==> config.mk <==
export PLATFORM = sky130hd
export DESIGN_NAME = dot_accel_flat
export DESIGN_NICKNAME = d
export VERILOG_FILES = /design/src/rtl/dot_accel_if.sv /design/src/rtl/dot_accel.sv /design/src/flat_wrapper.sv
export SDC_FILE = /design/constraint.sdc
export NUM_CORES = 2
export LEC_CHECK = 0
export BUFFER_PORTS_ARGS = -buffer_cell sky130_fd_sc_hd__buf_4
export CORE_MARGIN = 3
export CORE_UTILIZATION = 50
export CTS_CLUSTER_DIAMETER = 40
export DETAILED_ROUTE_END_ITERATION = 10
export PLACE_DENSITY = 0.66
export SYNTH_ARGS = -nofsm -noshare
export SYNTH_HDL_FRONTEND = slang
export SYNTH_SLANG_ARGS = --single-unit
==> constraint.sdc <==
create_clock -name clk -period 27.5 [get_ports clk]
set_clock_uncertainty 0.2 [all_clocks]
set_input_delay 4.125 -clock clk [delete_from_list [all_inputs] [get_ports clk]]
set_output_delay 4.125 -clock clk [all_outputs]
set_load 0.05 [all_outputs]
==> src/rtl/dot_accel_if.sv <==
// Avalon-MM bus bundle for dot_accel.
// Used for both the CPU slave port and the SDRAM master port.
interface dot_accel_if #(
  parameter int AW = 32
) ();
  logic          waitrequest;
  logic [AW-1:0] address;
  logic          read;
  logic [31:0]   readdata;
  logic          readdatavalid;
  logic          write;
  logic [31:0]   writedata;

  modport master (
    input  waitrequest,
    input  readdata,
    input  readdatavalid,
    output address,
    output read,
    output write,
    output writedata
  );

  modport slave (
    output waitrequest,
    output readdata,
    input  address,
    input  read,
    input  write,
    input  writedata
  );
endinterface

==> src/rtl/dot_accel.sv <==
// Q16.16 dot-product engine: streams two vectors over Avalon-MM, writes acc+bias.
// Define DOT_RELU_EN to clamp negative results to zero.
module dot_accel (
  input  logic       clk,
  input  logic       rst,
  dot_accel_if.slave  slave,
  dot_accel_if.master master
);

  typedef enum logic [2:0] {
    IDLE, RDW, WAITW, RDA, WAITA, MAC, FIN, WR
  } state_e;

  state_e      state_q, state_d;
  logic [31:0] bias_q, bias_d;
  logic [31:0] wbase_q, wbase_d;
  logic [31:0] abase_q, abase_d;
  logic [31:0] n_q, n_d;
  logic [31:0] oaddr_q, oaddr_d;
  logic [31:0] res_q, res_d;
  logic [31:0] wptr_q, wptr_d;
  logic [31:0] aptr_q, aptr_d;
  logic [31:0] cnt_q, cnt_d;
  logic [31:0] acc_q, acc_d;
  logic [31:0] w_q, w_d;
  logic [31:0] a_q, a_d;
  logic        mrd_q, mrd_d;
  logic        mwr_q, mwr_d;
  logic [31:0] maddr_q, maddr_d;
  logic [31:0] mwdata_q, mwdata_d;

  logic signed [63:0] prod64;
  logic [15:0] prod_unused_hi;
  logic [15:0] prod_unused_lo;
  logic [31:0] prod;
  logic [31:0] sum;
  logic [31:0] fin;
  logic [31:0] rdata;
  logic        idle;

  assign idle   = (state_q == IDLE);
  assign prod64 = $signed(w_q) * $signed(a_q);
  assign {prod_unused_hi, prod, prod_unused_lo} = prod64;
  assign sum    = acc_q + bias_q;

`ifdef DOT_RELU_EN
  assign fin = sum[31] ? 32'd0 : sum;
`else
  assign fin = sum;
`endif

  assign slave.waitrequest = !idle && (slave.read || slave.write);
  assign slave.readdata    = rdata;

  assign master.read      = mrd_q;
  assign master.write     = mwr_q;
  assign master.address   = maddr_q;
  assign master.writedata = mwdata_q;

  always_comb begin
    rdata = '0;
    case (slave.address[3:0])
      4'd0:    rdata = res_q;
      4'd1:    rdata = bias_q;
      4'd2:    rdata = wbase_q;
      4'd3:    rdata = abase_q;
      4'd4:    rdata = n_q;
      4'd5:    rdata = oaddr_q;
      default: rdata = '0;
    endcase
  end

  always_comb begin
    state_d  = state_q;
    bias_d   = bias_q;
    wbase_d  = wbase_q;
    abase_d  = abase_q;
    n_d      = n_q;
    oaddr_d  = oaddr_q;
    res_d    = res_q;
    wptr_d   = wptr_q;
    aptr_d   = aptr_q;
    cnt_d    = cnt_q;
    acc_d    = acc_q;
    w_d      = w_q;
    a_d      = a_q;
    mrd_d    = mrd_q;
    mwr_d    = mwr_q;
    maddr_d  = maddr_q;
    mwdata_d = mwdata_q;
    unique case (state_q)
      IDLE: begin
        if (slave.write) begin
          unique case (1'b1)
            (slave.address[3:0] == 4'd0): begin
              wptr_d = wbase_q;
              aptr_d = abase_q;
              cnt_d  = n_q;
              acc_d  = '0;
              // Empty vector still goes through FIN so the bias lands
              if (n_q == '0) begin
                state_d = FIN;
              end else begin
                state_d = RDW;
                mrd_d   = 1'b1;
                maddr_d = wbase_q;
              end
            end
            (slave.address[3:0] == 4'd1): bias_d  = slave.writedata;
            (slave.address[3:0] == 4'd2): wbase_d = slave.writedata;
            (slave.address[3:0] == 4'd3): abase_d = slave.writedata;
            (slave.address[3:0] == 4'd4): n_d     = slave.writedata;
            (slave.address[3:0] == 4'd5): oaddr_d = slave.writedata;
            default: ;
          endcase
        end
      end
      RDW: begin
        if (!master.waitrequest) begin
          mrd_d   = 1'b0;
          state_d = WAITW;
        end
      end
      WAITW: begin
        if (master.readdatavalid) begin
          w_d     = master.readdata;
          mrd_d   = 1'b1;
          maddr_d = aptr_q;
          state_d = RDA;
        end
      end
      RDA: begin
        if (!master.waitrequest) begin
          mrd_d   = 1'b0;
          state_d = WAITA;
        end
      end
      WAITA: begin
        if (master.readdatavalid) begin
          a_d     = master.readdata;
          state_d = MAC;
        end
      end
      MAC: begin
        acc_d  = acc_q + prod;
        wptr_d = wptr_q + 32'd4;
        aptr_d = aptr_q + 32'd4;
        cnt_d  = cnt_q - 32'd1;
        if (cnt_q != 32'd1) begin
          mrd_d   = 1'b1;
          maddr_d = wptr_q + 32'd4;
          state_d = RDW;
        end else begin
          state_d = FIN;
        end
      end
      FIN: begin
        res_d    = fin;
        mwr_d    = 1'b1;
        maddr_d  = oaddr_q;
        mwdata_d = fin;
        state_d  = WR;
      end
      WR: begin
        if (!master.waitrequest) begin
          mwr_d   = 1'b0;
          state_d = IDLE;
        end
      end
      default: state_d = IDLE;
    endcase
  end

  always_ff @(posedge clk or posedge rst) begin
    if (rst) begin
      state_q  <= IDLE;
      bias_q   <= '0;
      wbase_q  <= '0;
      abase_q  <= '0;
      n_q      <= '0;
      oaddr_q  <= '0;
      res_q    <= '0;
      wptr_q   <= '0;
      aptr_q   <= '0;
      cnt_q    <= '0;
      acc_q    <= '0;
      w_q      <= '0;
      a_q      <= '0;
      mrd_q    <= 1'b0;
      mwr_q    <= 1'b0;
      maddr_q  <= '0;
      mwdata_q <= '0;
    end else begin
      state_q  <= state_d;
      bias_q   <= bias_d;
      wbase_q  <= wbase_d;
      abase_q  <= abase_d;
      n_q      <= n_d;
      oaddr_q  <= oaddr_d;
      res_q    <= res_d;
      wptr_q   <= wptr_d;
      aptr_q   <= aptr_d;
      cnt_q    <= cnt_d;
      acc_q    <= acc_d;
      w_q      <= w_d;
      a_q      <= a_d;
      mrd_q    <= mrd_d;
      mwr_q    <= mwr_d;
      maddr_q  <= maddr_d;
      mwdata_q <= mwdata_d;
    end
  end

endmodule

==> src/flat_wrapper.sv <==
// flat-port wrapper written by rule: the top's interface ports become plain ports
module dot_accel_flat 
  (clk, rst, slave_waitrequest, slave_readdata, slave_address, slave_read, slave_write, slave_writedata, master_waitrequest, master_readdata, master_readdatavalid, master_address, master_read, master_write, master_writedata);
  dot_accel_if #(.AW(4)) slave_i ();
  dot_accel_if #(.AW(32)) master_i ();
  input  logic clk;
  input  logic rst;
  output wire logic [$bits(slave_i.waitrequest)-1:0] slave_waitrequest;
  output wire logic [$bits(slave_i.readdata)-1:0] slave_readdata;
  input wire logic [$bits(slave_i.address)-1:0] slave_address;
  input wire logic [$bits(slave_i.read)-1:0] slave_read;
  input wire logic [$bits(slave_i.write)-1:0] slave_write;
  input wire logic [$bits(slave_i.writedata)-1:0] slave_writedata;
  input wire logic [$bits(master_i.waitrequest)-1:0] master_waitrequest;
  input wire logic [$bits(master_i.readdata)-1:0] master_readdata;
  input wire logic [$bits(master_i.readdatavalid)-1:0] master_readdatavalid;
  output wire logic [$bits(master_i.address)-1:0] master_address;
  output wire logic [$bits(master_i.read)-1:0] master_read;
  output wire logic [$bits(master_i.write)-1:0] master_write;
  output wire logic [$bits(master_i.writedata)-1:0] master_writedata;
  assign slave_waitrequest = slave_i.waitrequest;
  assign slave_readdata = slave_i.readdata;
  assign slave_i.address = slave_address;
  assign slave_i.read = slave_read;
  assign slave_i.write = slave_write;
  assign slave_i.writedata = slave_writedata;
  assign master_i.waitrequest = master_waitrequest;
  assign master_i.readdata = master_readdata;
  assign master_i.readdatavalid = master_readdatavalid;
  assign master_address = master_i.address;
  assign master_read = master_i.read;
  assign master_write = master_i.write;
  assign master_writedata = master_i.writedata;
  dot_accel u_core (.clk(clk), .rst(rst), .slave(slave_i), .master(master_i));
endmodule
==> metrics.txt <==
Syn Inst Count=around 5400; Crit Reg-Reg Endpoint=u_core.acc_q[28]; initial antenna violation count=1; syn avg cell area=roughly 9.5 µm²; H-tree lvl count=3; slew margin rel.=0.204; Port Buffer Count=172; final slew viol count=0; TritonCTS Buffers=70; Reg2Reg Depth=32; final hold violations=0; Synth cell types=77; Final Setup Violations=0; DR pass1 iterations=8; commonest cells after routing, fill and taps aside=840 x fa_1, 824 x inv_1, 604 x nand2_1; worst setup margin=~16000 ps; CP peak stage delay=roughly 1100 ps; Clock Latency Late Sink=about 650 ps; maxcap violations=0; CTS resizes=0; Synth Warn #=0; fillers=approximately 9000; Slowest-stage cell, CP=dfrtp_1; DRC=0; Crit path max-delay family=adder cells; top cells by area, synth=fa_1 33%, dfrtp_1 21%, and2_1 6.2%; final WL=141000 µm; RePlAce Congestion=roughly 0.89; Hold Path Depth=2; row cnt=between 100 and 150; core area=~100000 µm²; Final Critical Period=approximately 11000 ps; Min Hold Slack=277 ps; RSZ-0062 raised after global routing=false; crit path max fanout=33; clock slew at reported path FFs=~60 ps; Die Width=about 330 µm; post-synth top area share=0.329; Avg WL per Cell=20.7 µm; Die Y-Extent=between 300 and 400 µm; status=finished clean; worst-margin pin slew=between 1000 and 1500 ps; Initial Utilization=0.508; Final ANT Viol Nets=0; Critical Path Sink Type=flip-flop; vias in the first global route=slightly above 40000; grt ovf=0; Reg2Reg Launch Point=u_core.a_q[9]; TritonCTS clock tree=done; post-DP HPWL=between 100000 and 150000 µm; sequential element share of the synthesized area=0.206; Critical Path Most Common Cell=fa_1; register area=around 11000 µm²; largest net degree at the start of global routing=roughly 130; Post-Syn Area=roughly 51000 µm²; Post-CTS Setup Bufs=0; Initial DRC Count=~2800; Synth Flop Type=dfrtp_1; Tcrit/Tclk final=0.415; Finished Layout Cells=approximately 6800; gr usage total=0.271; IO Count=173; CP Class=flip-flop to flip-flop; Worst Hold Class=flip-flop to flip-flop; area of the die=between 100000 and 150000 µm²; clock sinks=approximately 420; Yosys top cell by area=fa_1; via count of the routed design=between 30000 and 40000; Max Fclk=about 0.09 GHz; arrival time at the worst endpoint=11710 ps; Hold Path Origin=u_core.cnt_q[26]; synthesized flop and latch total=421; first-pass GRT wire length=approximately 230000 µm; Critical Path Source Type=flip-flop; Nets=6528; Vias/cell=approximately 5.7; hold worst-path end=u_core.cnt_q[26]; layout cells sized above 1=0.118; Post-synth EDFFs=0; clock buffer depth=3; CTS root buffer=clkbuf_16; commonest non-fill, non-tap cell in the layout=fa_1; Reg2Reg Setup Slack=16080 ps; CP required=roughly 28000 ps; CTS Hold Buffers Added=0; Post-Route Setup TNS=0 ps; Bufs and invs on worst path=1; pre-CTS setup slack=about 16000 ps; syn_nets=approximately 6500; Multi-input gate area=36400 µm²; DP Cell Count=between 6000 and 7000; share of synthesized flip-flops with an asynchronous set or reset=1.00; area growth from synthesis to layout=9.76%
-- through the flow --
step            util  instance area (µm²)
5_1_grt        0.557                56100
3_5_place_dp   0.533                53700
3_3_place_gp   0.533                53700
2_1_floorplan      -                51200
4_1_cts        0.557                56100
6_report       0.557                56100
-- routing by layer --
metal | track usage | wire length [µm] | vias up | part of all wire
li1 | - | - | 17100 | -
met1 | 0.367 | 58600 | 20000 | 0.42
met2 | 0.445 | 68200 | 1263 | 0.48
met3 | 0.0338 | 7800 | 308 | 0.055
met4 | 0.110 | 6140 | 0 | 0.044
met5 | 0 | 0 | - | 0
-- how the worst max path moves through the flow --
stage          cells past startpoint          endpoint          start  slack, ps
2_1_floorplan                      1     u_core.a_q[0]            rst      11460
3_3_place_gp                      32  u_core.acc_q[28]  u_core.a_q[9]      16280
3_5_place_dp                      32  u_core.acc_q[28]  u_core.a_q[9]      16140
4_1_cts                           32  u_core.acc_q[28]  u_core.a_q[9]      16140
5_1_grt                           32  u_core.acc_q[28]  u_core.a_q[9]      15420
6_report                          32  u_core.acc_q[28]  u_core.a_q[9]      16080
-- kinds of logic after synthesis --
group | after synthesis | share of synthesized area
DFF | 421 | 0.206
and+or+nand+nor | 1541 | 0.150
adders and majority gates | 1070 | 0.385
AOI/OAI and AO/OA | 815 | 0.0974
buffers and inverters | 1141 | 0.0843
muxes | 231 | 0.0509
xor gates and xnor gates | 154 | 0.0264
-- tightest hold or removal path, delay by kind of cell, from the launching register on --
kind               cells  cell delay [ps]
AOI/OAI and AO/OA      1               60
DFF                    1              330
and+or+nand+nor        1               50
-- final cells by class --
cell class / instances / area share
clock inverter: 45 / 0.0107
clock buffer: 84 / 0.0336
timing repair buffer: 253 / 0.0338
multi-input combinational: 3811 / 0.649
inverter: 827 / 0.0554
antenna: 1 / 0.0000446
tap: 1357 / 0.0302
sequential: 421 / 0.188
-- synthesized netlist by cell type, types with 14 or more instances --
cell and number:
mux2_2 231, nor2b_1 22, a211oi_1 14, xnor2_1 100, buf_1 17, ha_1 230, and3_1 19, a21oi_1 220
o22ai_1 54, a21o_1 42, xor2_1 54, nor3_1 38, inv_1 825, o21ai_0 229, dfrtp_1 421, nand2_1 607
o21a_1 21, a31oi_1 14, a22oi_1 112, nand2b_1 31, nand4_1 18, o21ai_1 20, clkbuf_1 290, and2_1 505
nor2_1 151, nor4_1 16, nand3_1 87, fa_1 840
-- registers in the layout, indices dropped and copies added, names as in the netlist --
register / cells
u_core.a_q: 32
u_core.abase_q: 32
u_core.acc_q: 32
u_core.aptr_q: 32
u_core.bias_q: 32
u_core.cnt_q: 32
u_core.master.address: 32
u_core.master.read: 1
u_core.master.write: 1
u_core.master.writedata: 32
u_core.n_q: 32
u_core.oaddr_q: 32
u_core.state_q: 3
u_core.w_q: 32
u_core.wbase_q: 32
u_core.wptr_q: 32
Power is left out: the tool's default activity adds up to more than one toggle a clock period on the data nets, which glitch-free logic cannot reach.
